File: config.mk
export PLATFORM = sky130hd
export DESIGN_NAME = uart_receiver_flat
export DESIGN_NICKNAME = d
export VERILOG_FILES = /design/src/rtl/uart_receiver_pkg.sv /design/src/rtl/uart_receiver_if.sv /design/src/rtl/uart_rx_fifo.sv /design/src/rtl/uart_receiver.sv /design/src/flat_wrapper.sv
export SDC_FILE = /design/constraint.sdc
export NUM_CORES = 1
export LEC_CHECK = 0
export BUFFER_PORTS_ARGS = -buffer_cell sky130_fd_sc_hd__buf_4
export CAP_MARGIN = 20
export CORE_MARGIN = 2
export CORE_UTILIZATION = 35
export DETAILED_ROUTE_END_ITERATION = 16
export SLEW_MARGIN = 20
export SYNTH_ARGS = -nofsm -noshare
export SYNTH_HDL_FRONTEND = slang
export SYNTH_SLANG_ARGS = --single-unit
File: constraint.sdc
create_clock -name CLK -period 5.9 [get_ports CLK]
set_input_delay 0.885 -clock CLK [delete_from_list [all_inputs] [get_ports CLK]]
set_output_delay 0.885 -clock CLK [all_outputs]
set_load 0.005 [all_outputs]
File: src/rtl/uart_receiver_pkg.sv
// Shared definitions for the 8N1 UART receiver.
//   BIT_PERIOD : default clock cycles per serial bit (100 MHz / 115200 baud)
//   CNT_W      : width of the per-bit cycle counter
//   state_t    : receiver FSM state encoding
package uart_receiver_pkg;
  localparam int unsigned BIT_PERIOD = 868;
  localparam int unsigned CNT_W      = 14;

  typedef enum logic [2:0] {
    ST_IDLE  = 3'd0,
    ST_START = 3'd1,
    ST_DATA  = 3'd2,
    ST_STOP  = 3'd3,
    ST_BREAK = 3'd4
  } state_t;
endpackage

File: src/rtl/uart_receiver_if.sv
// Bus between the UART receiver and its host/core.
//   IN        : serial line (idle high), asynchronous to the clock
//   rd        : pop strobe from the core
//   clr_err   : clears the sticky overrun flag
//   data      : FIFO head byte, meaningful while valid
//   valid     : FIFO non-empty
//   frame_err : one-cycle pulse on a bad stop bit
//   overrun   : sticky, a byte was dropped on a full FIFO
// slave = receiver side, master = core/line side.
interface uart_receiver_if;
  logic       IN;
  logic       rd;
  logic       clr_err;
  logic [7:0] data;
  logic       valid;
  logic       frame_err;
  logic       overrun;

  modport slave  (input  IN, rd, clr_err, output data, valid, frame_err, overrun);
  modport master (output IN, rd, clr_err, input  data, valid, frame_err, overrun);
endinterface

File: src/rtl/uart_rx_fifo.sv
// First-word-fall-through byte FIFO for received UART bytes.
//   CLK, RST    : clock, async active-low reset
//   push, wdata : write a byte
//   pop         : advance the head (ignored while empty)
//   rdata       : head byte (combinational)
//   valid       : non-empty
//   full        : DEPTH entries held
//   overrun_evt : push refused because full with no pop this cycle
// DEPTH must be a power of two, >= 2.
module uart_rx_fifo #(
  parameter int unsigned DEPTH = 4
) (
  input  logic       CLK,
  input  logic       RST,
  input  logic       push,
  input  logic [7:0] wdata,
  input  logic       pop,
  output logic [7:0] rdata,
  output logic       valid,
  output logic       full,
  output logic       overrun_evt
);
  localparam int unsigned AW = $clog2(DEPTH);
  localparam logic [AW:0] P_ONE   = (AW+1)'(1);
  localparam logic [AW:0] P_DEPTH = (AW+1)'(DEPTH);

  logic [7:0] r_mem [DEPTH];
  logic [AW:0] r_wr_ptr, r_rd_ptr;
  logic [AW:0] w_count;
  logic        w_pop, w_push;

  // Extra pointer bit distinguishes full from empty.
  assign w_count     = r_wr_ptr - r_rd_ptr;
  assign valid       = (w_count != '0);
  assign full        = (w_count == P_DEPTH);
  assign rdata       = r_mem[r_rd_ptr[AW-1:0]];
  assign w_pop       = pop & valid;
  // A pop in the same cycle frees the slot, so a full FIFO still accepts.
  assign w_push      = push & (~full | w_pop);
  assign overrun_evt = push & full & ~w_pop;

  always_ff @(posedge CLK or negedge RST) begin
    if (!RST) begin
      r_wr_ptr <= '0;
      r_rd_ptr <= '0;
      for (int i = 0; i < int'(DEPTH); i++) r_mem[i] <= '0;
    end else begin
      if (w_push) begin
        r_mem[r_wr_ptr[AW-1:0]] <= wdata;
        r_wr_ptr <= r_wr_ptr + P_ONE;
      end
      if (w_pop) r_rd_ptr <= r_rd_ptr + P_ONE;
    end
  end
endmodule

File: src/rtl/uart_receiver.sv
// 8N1 UART receiver: 2-flop line synchronizer, centre-sampling FSM,
// FWFT byte FIFO, framing-error pulse and sticky overrun flag.
//   CLK : system clock
//   RST : async active-low reset
//   bus : uart_receiver_if.slave (IN, rd, clr_err -> data, valid,
//         frame_err, overrun)
// T = clock cycles per bit (>= 4), DEPTH = FIFO entries (power of two).
module uart_receiver
  import uart_receiver_pkg::*;
#(
  parameter int unsigned T     = BIT_PERIOD,
  parameter int unsigned DEPTH = 4
) (
  input  logic           CLK,
  input  logic           RST,
  uart_receiver_if.slave bus
);
  localparam logic [CNT_W-1:0] P_HALF = CNT_W'(T/2 - 1);
  localparam logic [CNT_W-1:0] P_FULL = CNT_W'(T - 1);
  localparam logic [CNT_W-1:0] P_ONE  = CNT_W'(1);

  logic             r_sync1, r_in_s;
  state_t           r_state, w_next;
  logic [CNT_W-1:0] r_cnt;
  logic [2:0]       r_bitn;
  logic [7:0]       r_shift;
  logic             r_frame_err, r_overrun;

  logic w_half_hit, w_full_hit;
  logic w_cnt_clr, w_sample, w_push, w_frame_evt;
  logic [7:0] w_rdata;
  logic w_valid, w_full, w_overrun_evt;

  // Line synchronizer; resets to idle-high so reset never fakes a start bit.
  always_ff @(posedge CLK or negedge RST) begin
    if (!RST) begin
      r_sync1 <= 1'b1;
      r_in_s  <= 1'b1;
    end else begin
      r_sync1 <= bus.IN;
      r_in_s  <= r_sync1;
    end
  end

  assign w_half_hit = (r_cnt == P_HALF);
  assign w_full_hit = (r_cnt == P_FULL);

  // State register
  always_ff @(posedge CLK or negedge RST) begin
    if (!RST) r_state <= ST_IDLE;
    else      r_state <= w_next;
  end

  // Next state
  always_comb begin
    w_next = r_state;
    unique case (r_state)
      ST_IDLE:  if (!r_in_s) w_next = ST_START;
      ST_START: if (w_half_hit) w_next = r_in_s ? ST_IDLE : ST_DATA;
      ST_DATA:  if (w_full_hit && r_bitn == 3'd7) w_next = ST_STOP;
      ST_STOP:  if (w_full_hit) w_next = r_in_s ? ST_IDLE : ST_BREAK;
      ST_BREAK: if (r_in_s) w_next = ST_IDLE;
      default:  w_next = ST_IDLE;
    endcase
  end

  // FSM outputs
  always_comb begin
    w_cnt_clr   = 1'b0;
    w_sample    = 1'b0;
    w_push      = 1'b0;
    w_frame_evt = 1'b0;
    unique case (r_state)
      ST_IDLE:  w_cnt_clr = 1'b1;
      // Re-centring: counting restarts at mid start bit, so every later
      // full-period hit lands mid-bit.
      ST_START: w_cnt_clr = w_half_hit;
      ST_DATA: begin
        w_sample  = w_full_hit;
        w_cnt_clr = w_full_hit;
      end
      ST_STOP: begin
        w_cnt_clr   = w_full_hit;
        w_push      = w_full_hit & r_in_s;
        w_frame_evt = w_full_hit & ~r_in_s;
      end
      ST_BREAK: w_cnt_clr = 1'b1;
      default:  w_cnt_clr = 1'b1;
    endcase
  end

  // Bit timing and data path
  always_ff @(posedge CLK or negedge RST) begin
    if (!RST) begin
      r_cnt       <= '0;
      r_bitn      <= '0;
      r_shift     <= '0;
      r_frame_err <= 1'b0;
      r_overrun   <= 1'b0;
    end else begin
      r_cnt <= w_cnt_clr ? '0 : r_cnt + P_ONE;
      if (r_state != ST_DATA) r_bitn <= '0;
      else if (w_sample)      r_bitn <= r_bitn + 3'd1;
      if (w_sample) r_shift[r_bitn] <= r_in_s;
      r_frame_err <= w_frame_evt;
      // Set beats clear when both land in the same cycle.
      if (w_overrun_evt)    r_overrun <= 1'b1;
      else if (bus.clr_err) r_overrun <= 1'b0;
    end
  end

  uart_rx_fifo #(.DEPTH(DEPTH)) u_fifo (
    .CLK         (CLK),
    .RST         (RST),
    .push        (w_push),
    .wdata       (r_shift),
    .pop         (bus.rd),
    .rdata       (w_rdata),
    .valid       (w_valid),
    .full        (w_full),
    .overrun_evt (w_overrun_evt)
  );

  // A drop can only ever be reported against a full FIFO.
  a_overrun_full: assert property (@(posedge CLK) disable iff (!RST)
    w_overrun_evt |-> w_full);

  assign bus.data      = w_rdata;
  assign bus.valid     = w_valid;
  assign bus.frame_err = r_frame_err;
  assign bus.overrun   = r_overrun;
endmodule

File: src/flat_wrapper.sv
// flat-port wrapper written by rule: the top's interface ports become plain ports
module uart_receiver_flat import uart_receiver_pkg::*;
#(
  parameter int unsigned T     = BIT_PERIOD,
  parameter int unsigned DEPTH = 4
)
  (CLK, RST, bus_IN, bus_rd, bus_clr_err, bus_data, bus_valid, bus_frame_err, bus_overrun);
  uart_receiver_if bus_i ();
  input  logic CLK;
  input  logic RST;
  input wire logic [$bits(bus_i.IN)-1:0] bus_IN;
  input wire logic [$bits(bus_i.rd)-1:0] bus_rd;
  input wire logic [$bits(bus_i.clr_err)-1:0] bus_clr_err;
  output wire logic [$bits(bus_i.data)-1:0] bus_data;
  output wire logic [$bits(bus_i.valid)-1:0] bus_valid;
  output wire logic [$bits(bus_i.frame_err)-1:0] bus_frame_err;
  output wire logic [$bits(bus_i.overrun)-1:0] bus_overrun;
  assign bus_i.IN = bus_IN;
  assign bus_i.rd = bus_rd;
  assign bus_i.clr_err = bus_clr_err;
  assign bus_data = bus_i.data;
  assign bus_valid = bus_i.valid;
  assign bus_frame_err = bus_i.frame_err;
  assign bus_overrun = bus_i.overrun;
  uart_receiver #(.T(T), .DEPTH(DEPTH)) u_core (.CLK(CLK), .RST(RST), .bus(bus_i));
endmodule
# ---- Word level (Yosys, flattened, before mapping)
# Index checks and enable logic that the tools add are counted.
# Widths: inputs -> output; s select.
dict set report op_classes {
  n_addsub 5
  magnitude_cmp 5
  eq_ne 14
  n_mux 26
  n_bitwise 12
  reduce_logical 9
}
# op count
set ops {}
lappend ops {{$bwmux 32} 1}
lappend ops {{$mux 3} 8}
lappend ops {{$mux 8} 3}
lappend ops {{$bmux 8 s2} 1}
lappend ops {{$demux 8 s2} 1}
lappend ops {{$pmux 3 s5} 1}
lappend ops {{$add 14x1->14 const B} 1}
lappend ops {{$eq 14x10->1 const B} 1}
lappend ops {{$eq 14x9->1 const B} 1}
lappend ops {{$mux 14} 1}
lappend ops {{$add 3x1->3 const B} 3}
lappend ops {{$eq 3x3->1 const B} 3}
lappend ops {{$bwmux 8} 1}
lappend ops {{$ne 2x1->1 const B} 4}
lappend ops {{$and 1x1->1} 6}
lappend ops {{$eq 3x2->1 const B} 2}
lappend ops {{$ge 3x3->1 const B} 2}
lappend ops {{$mux 1} 6}
lappend ops {{$not 2->3} 2}
lappend ops {{$reduce_and 5->1} 1}
lappend ops {{$lt 3x4->1 const B} 1}
lappend ops {{$reduce_bool 2->1} 2}
lappend ops {{$demux 1 s3} 1}
lappend ops {{$eq 3x1->1 const B} 1}
lappend ops {{other kinds (13)} 17}
dict set report word_totals {
  reg_bits 70
  out_inout_bits 11
  wordCells 85
}

# ---- Logic depth before layout (Yosys ltp)
dict set report depth {
  ltp_word 6
  depth_mapped 9
  ltp_nobuf 7
}

# ---- Hierarchy
# From an unflattened synthesis, not the netlist that was laid out.
dict set report hier_totals {
  hier_cells 263
  area_unflattened_um2 3344.5
}
# mod n_inst cells_each area_per_inst_um2 seq_area_each_um2
set by_module_without_submodules {}
lappend by_module_without_submodules {uart_rx_fifo 1 114 1798.0 950.9}
lappend by_module_without_submodules {uart_receiver 1 149 1546.5 803.3}

# ---- Worst setup path after synthesis
# Ideal clock, no wire load.
dict set report synth_path {
  kind {reg-to-output}
  start {register u_core.u_fifo.r_rd_ptr[0]}
  end {output bus_data[0]}
  t_arrival_ns 1.396
  setup_slack_ns 3.619
  path_stages_with_launch 3
  path_buffers 1
  cell_sequence {dfrtp_1 -> clkbuf_1 -> mux4_2}
}
dict set report synth_via {
  elab_chain_cells 4
}
# element line
set synth_lines {}
lappend synth_lines {{start: declaration} uart_rx_fifo.sv:28} ;# logic [AW:0] r_wr_ptr, r_rd_ptr;
lappend synth_lines {{start signal: assignment} uart_rx_fifo.sv:52} ;# if (w_pop) r_rd_ptr <= r_rd_ptr + P_ONE;
lappend synth_lines {{$not 2->3 (not written as such)} uart_rx_fifo.sv:36} ;# assign rdata = r_mem[r_rd_ptr[AW-1:0]];
lappend synth_lines {{$bmux 8 s2} uart_rx_fifo.sv:36}
lappend synth_lines {{$mux 8 (not written as such) (2 in series)} uart_rx_fifo.sv:36}
lappend synth_lines {{end: declaration} flat_wrapper.sv:14} ;# output wire logic [$bits(bus_i.data)-1:0] bus_data;
# No other way between the ends. The select of a mux whose other input is x is not followed.

# ---- Final worst setup path
dict set report layout_path {
  start {register u_core.u_fifo.r_rd_ptr[0]}
  end {output bus_valid}
}
dict set report layout_via {
  elab_chain_cells 2
}
# element line
set layout_lines {}
lappend layout_lines {{$sub 3x3->3} uart_rx_fifo.sv:33} ;# assign w_count = r_wr_ptr - r_rd_ptr;
lappend layout_lines {{$reduce_bool 3->1} uart_rx_fifo.sv:34} ;# assign valid = (w_count != '0);
lappend layout_lines {{end: declaration} flat_wrapper.sv:15} ;# output wire logic [$bits(bus_i.valid)-1:0] bus_valid;
# No other way between the ends.

==> flow_summary.json <==
{
  "critPathArrivalTime_ns": 1.98,
  "r2r_cells": 6,
  "clkSinkCount": 70,
  "internal_power_w": 0.000684,
  "swShare_pct": 23.0,
  "num-fill-cells": 869,
  "slew_headroom_pct": 41.6,
  "syn_avg_cell_area_um2": 12.7,
  "io_buffers": 15,
  "power_frac_clock_pct": 44.4,
  "p_per_area_mw_per_mm2": 238,
  "wl_met3_um": 163,
  "final_nets": 294,
  "layout_commonest_cell": "dfrtp_1",
  "layout_common_cells": "dfrtp_1 (68), mux2_2 (43), nor2_1 (25), nand2_1 (17), buf_4 (15)",
  "hold_violations": 0,
  "pin_count": 16,
  "async_flop_share_pct": 100,
  "total_leakage_power_nw": 1.75,
  "dr.max_layer_used": "met4",
  "clockBufferDepth": 2,
  "yosysWarnings": 0,
  "wire_per_inst_um": 14.4,
  "grt_pass1_wl_um": 10100,
  "clock_latency_ns": 0.34,
  "ys_seq_elements": 70,
  "synthDistinctLibCells": 35,
  "grt_pass1_vias": 2099,
  "cts-root-buf": "clkbuf_8",
  "start_util_pct": 35.9,
  "drtIter0Drc": 113,
  "netlist_area_mm2": 0.00331,
  "vias": 1965,
  "grt_antenna_before_repair": 0,
  "dr.pass1.iters": 4,
  "skew_ns": 0.00835,
  "period_minus_slack_ns": 2.86,
  "holdBufCountCts": 0,
  "min_path_cells": 0,
  "synth_edf_count": 0,
  "grt_use_total_pct": 12.7,
  "die_h_um": 101,
  "critical_path_class": "flop to output pin",
  "post-route-drc-count": 0,
  "ys_seq_area_share_pct": 53.1,
  "post_cts_buffers": 0,
  "max_clock_freq_mhz": 349,
  "cts_made_buffers": 9,
  "setup_tns_ns": 0,
  "combPwrFrac_pct": 1.3,
  "overflow": 0,
  "period_share_pct": 48.5,
  "regArea_mm2": 0.00175,
  "cts_htree_levels": 3,
  "rows": 35,
  "die_area_mm2": 0.0102,
  "rsz0062_at_grt": "no",
  "wl_met2_um": 2750,
  "cts.clk_slew.worst_paths_ns": 0.08,
  "dp_hpwl_um": 3820,
  "min_path_type": "flop to flop",
  "ctsResizeCount": 0,
  "cp.required_ns": 5.02,
  "final_max_slew_viol_count": 0,
  "p_total_w": 0.000888,
  "area_delta_synth_final_pct": 12.7,
  "path_max_fanout": 11,
  "ys.flop_type": "dfrtp_1",
  "p_seq_share_pct": 54.3,
  "diodes": 0,
  "synth_top_area_cell": "dfrtp_1",
  "start_kind": "flop",
  "setup_viol": 0,
  "wl_met1_um": 2710,
  "cp-end-kind": "output pin",
  "wl_um": 5680,
  "die_w_um": 101,
  "drive_gt1_share_pct": 32.5,
  "drtAntennaViolNets": 0,
  "cap_violations": 0,
  "tritoncts": "yes",
  "syn_nets": 277,
  "vias_per_cell": 4.99,
  "netlist_instances": 261,
  "worst_slew_pin_slew_ns": 0.877,
  "core-area_mm2": 0.00920,
  "multi_input_area_mm2": 0.00149,
  "synth_top_area_share_pct": 51.5,
  "switching_power_w": 0.000204,
  "gp_congestion": 0.736,
  "grt_max_degree": 71,
  "ir_worst_vdd_v": 0.000147,
  "status": "finished clean",
  "synthTopCellsByArea": "dfrtp_1 (51%), mux2_2 (15%), mux4_2 (5.5%), ha_1 (4.2%), nor2_1 (2.8%)"
}
-- per-layer routing --
layer,GRT usage [%],vias up
li1,-,954
met1,15.9,986
met2,21.3,19
met3,4.55,6
met4,2.81,0
met5,0,-
-- through the flow --
step	std cells	setup WS (ns)	area, um^2	utilization (%)	hold slack (ns)
2_1_floorplan	261	3.62	3310	-	0.345
3_3_place_gp	378	3.33	3520	38.3	0.346
3_5_place_dp	378	3.26	3520	38.3	0.350
4_1_cts	394	2.93	3720	40.5	0.361
5_1_grt	394	2.81	3720	40.5	0.366
6_report	394	3.04	3720	40.5	0.360
-- worst paths after layout --
path | from | end | slack, ns
max in group asynchronous | RST | u_core.r_state[2] | 4.67
hold reg to reg | u_core.r_sync1 | u_core.r_in_s | 0.36
min in group asynchronous | RST | u_core.u_fifo.r_mem[26] | 0.64
setup / recovery | u_core.u_fifo.r_rd_ptr[0] | bus_valid | 3.04
hold / removal | u_core.r_sync1 | u_core.r_in_s | 0.36
setup reg to reg | u_core.r_cnt[0] | u_core.r_state[0] | 3.30
-- cell type report --
cell class                      instances  share of cell area [%]
Clock buffer                            9                    3.33
Clock inverter                          7                    2.18
Inverter                                6                   0.605
Multi-Input combinational cell        176                    40.0
Sequential cell                        70                    47.1
Tap cell                              111                    3.73
Timing Repair Buffer                   15                    3.02
-- worst max-delay path, stage by stage, from the launching register on --
cell	delay, ns
dfrtp_1	0.76
ha_1	0.25
nor2b_1	0.15
xnor2_1	0.15
nand3_1	0.15
buf_4	0.16
-- state kept, by name (all words and copies together) (netlist names) --
signal                  cells
u_core.bus.frame_err        1
u_core.r_sync1              1
u_core.u_fifo.r_wr_ptr      3
u_core.u_fifo.r_mem        32
u_core.u_fifo.r_rd_ptr      3
u_core.r_cnt               14
u_core.r_in_s               1
u_core.r_shift              8
u_core.r_bitn               3
u_core.r_state              3
u_core.bus.overrun          1
-- power by group through the flow --
stage               Sequential, W  Combinational [W]  Clock (W)
finish                   0.000482          0.0000115   0.000395
global route             0.000482          0.0000140   0.000437
CTS                      0.000482          0.0000126   0.000408
detailed placement       0.000492          0.0000126          0
global placement         0.000491          0.0000123          0
floorplan                0.000491         0.00000123          0
-- synth_stat cells, drive strengths merged, types with 2 or more instances --
master	number
a21oi	4
buf	2
clkbuf	7
dfrtp	68
dfstp	2
ha	11
inv	6
mux2	43
mux4	8
nand2	17
nand2b	2
nand3	16
nand3b	5
nand4	3
nor2	25
nor3	7
nor4	2
o21ai	3
or4	2
xnor2	9
xor2	10
-- kinds of logic after synthesis --
kind of cell	after synthesis	share of synthesized area [%]
AOI/OAI and AO/OA	10	2.16
muxes	51	20.1
buffers and inverters	15	1.82
and+or+nand+nor	85	13.7
xor gates and xnor gates	19	5.03
adders and majority gates	11	4.16
DFF	70	53.1
No activity file was read; power rests on OpenSTA's default activity.
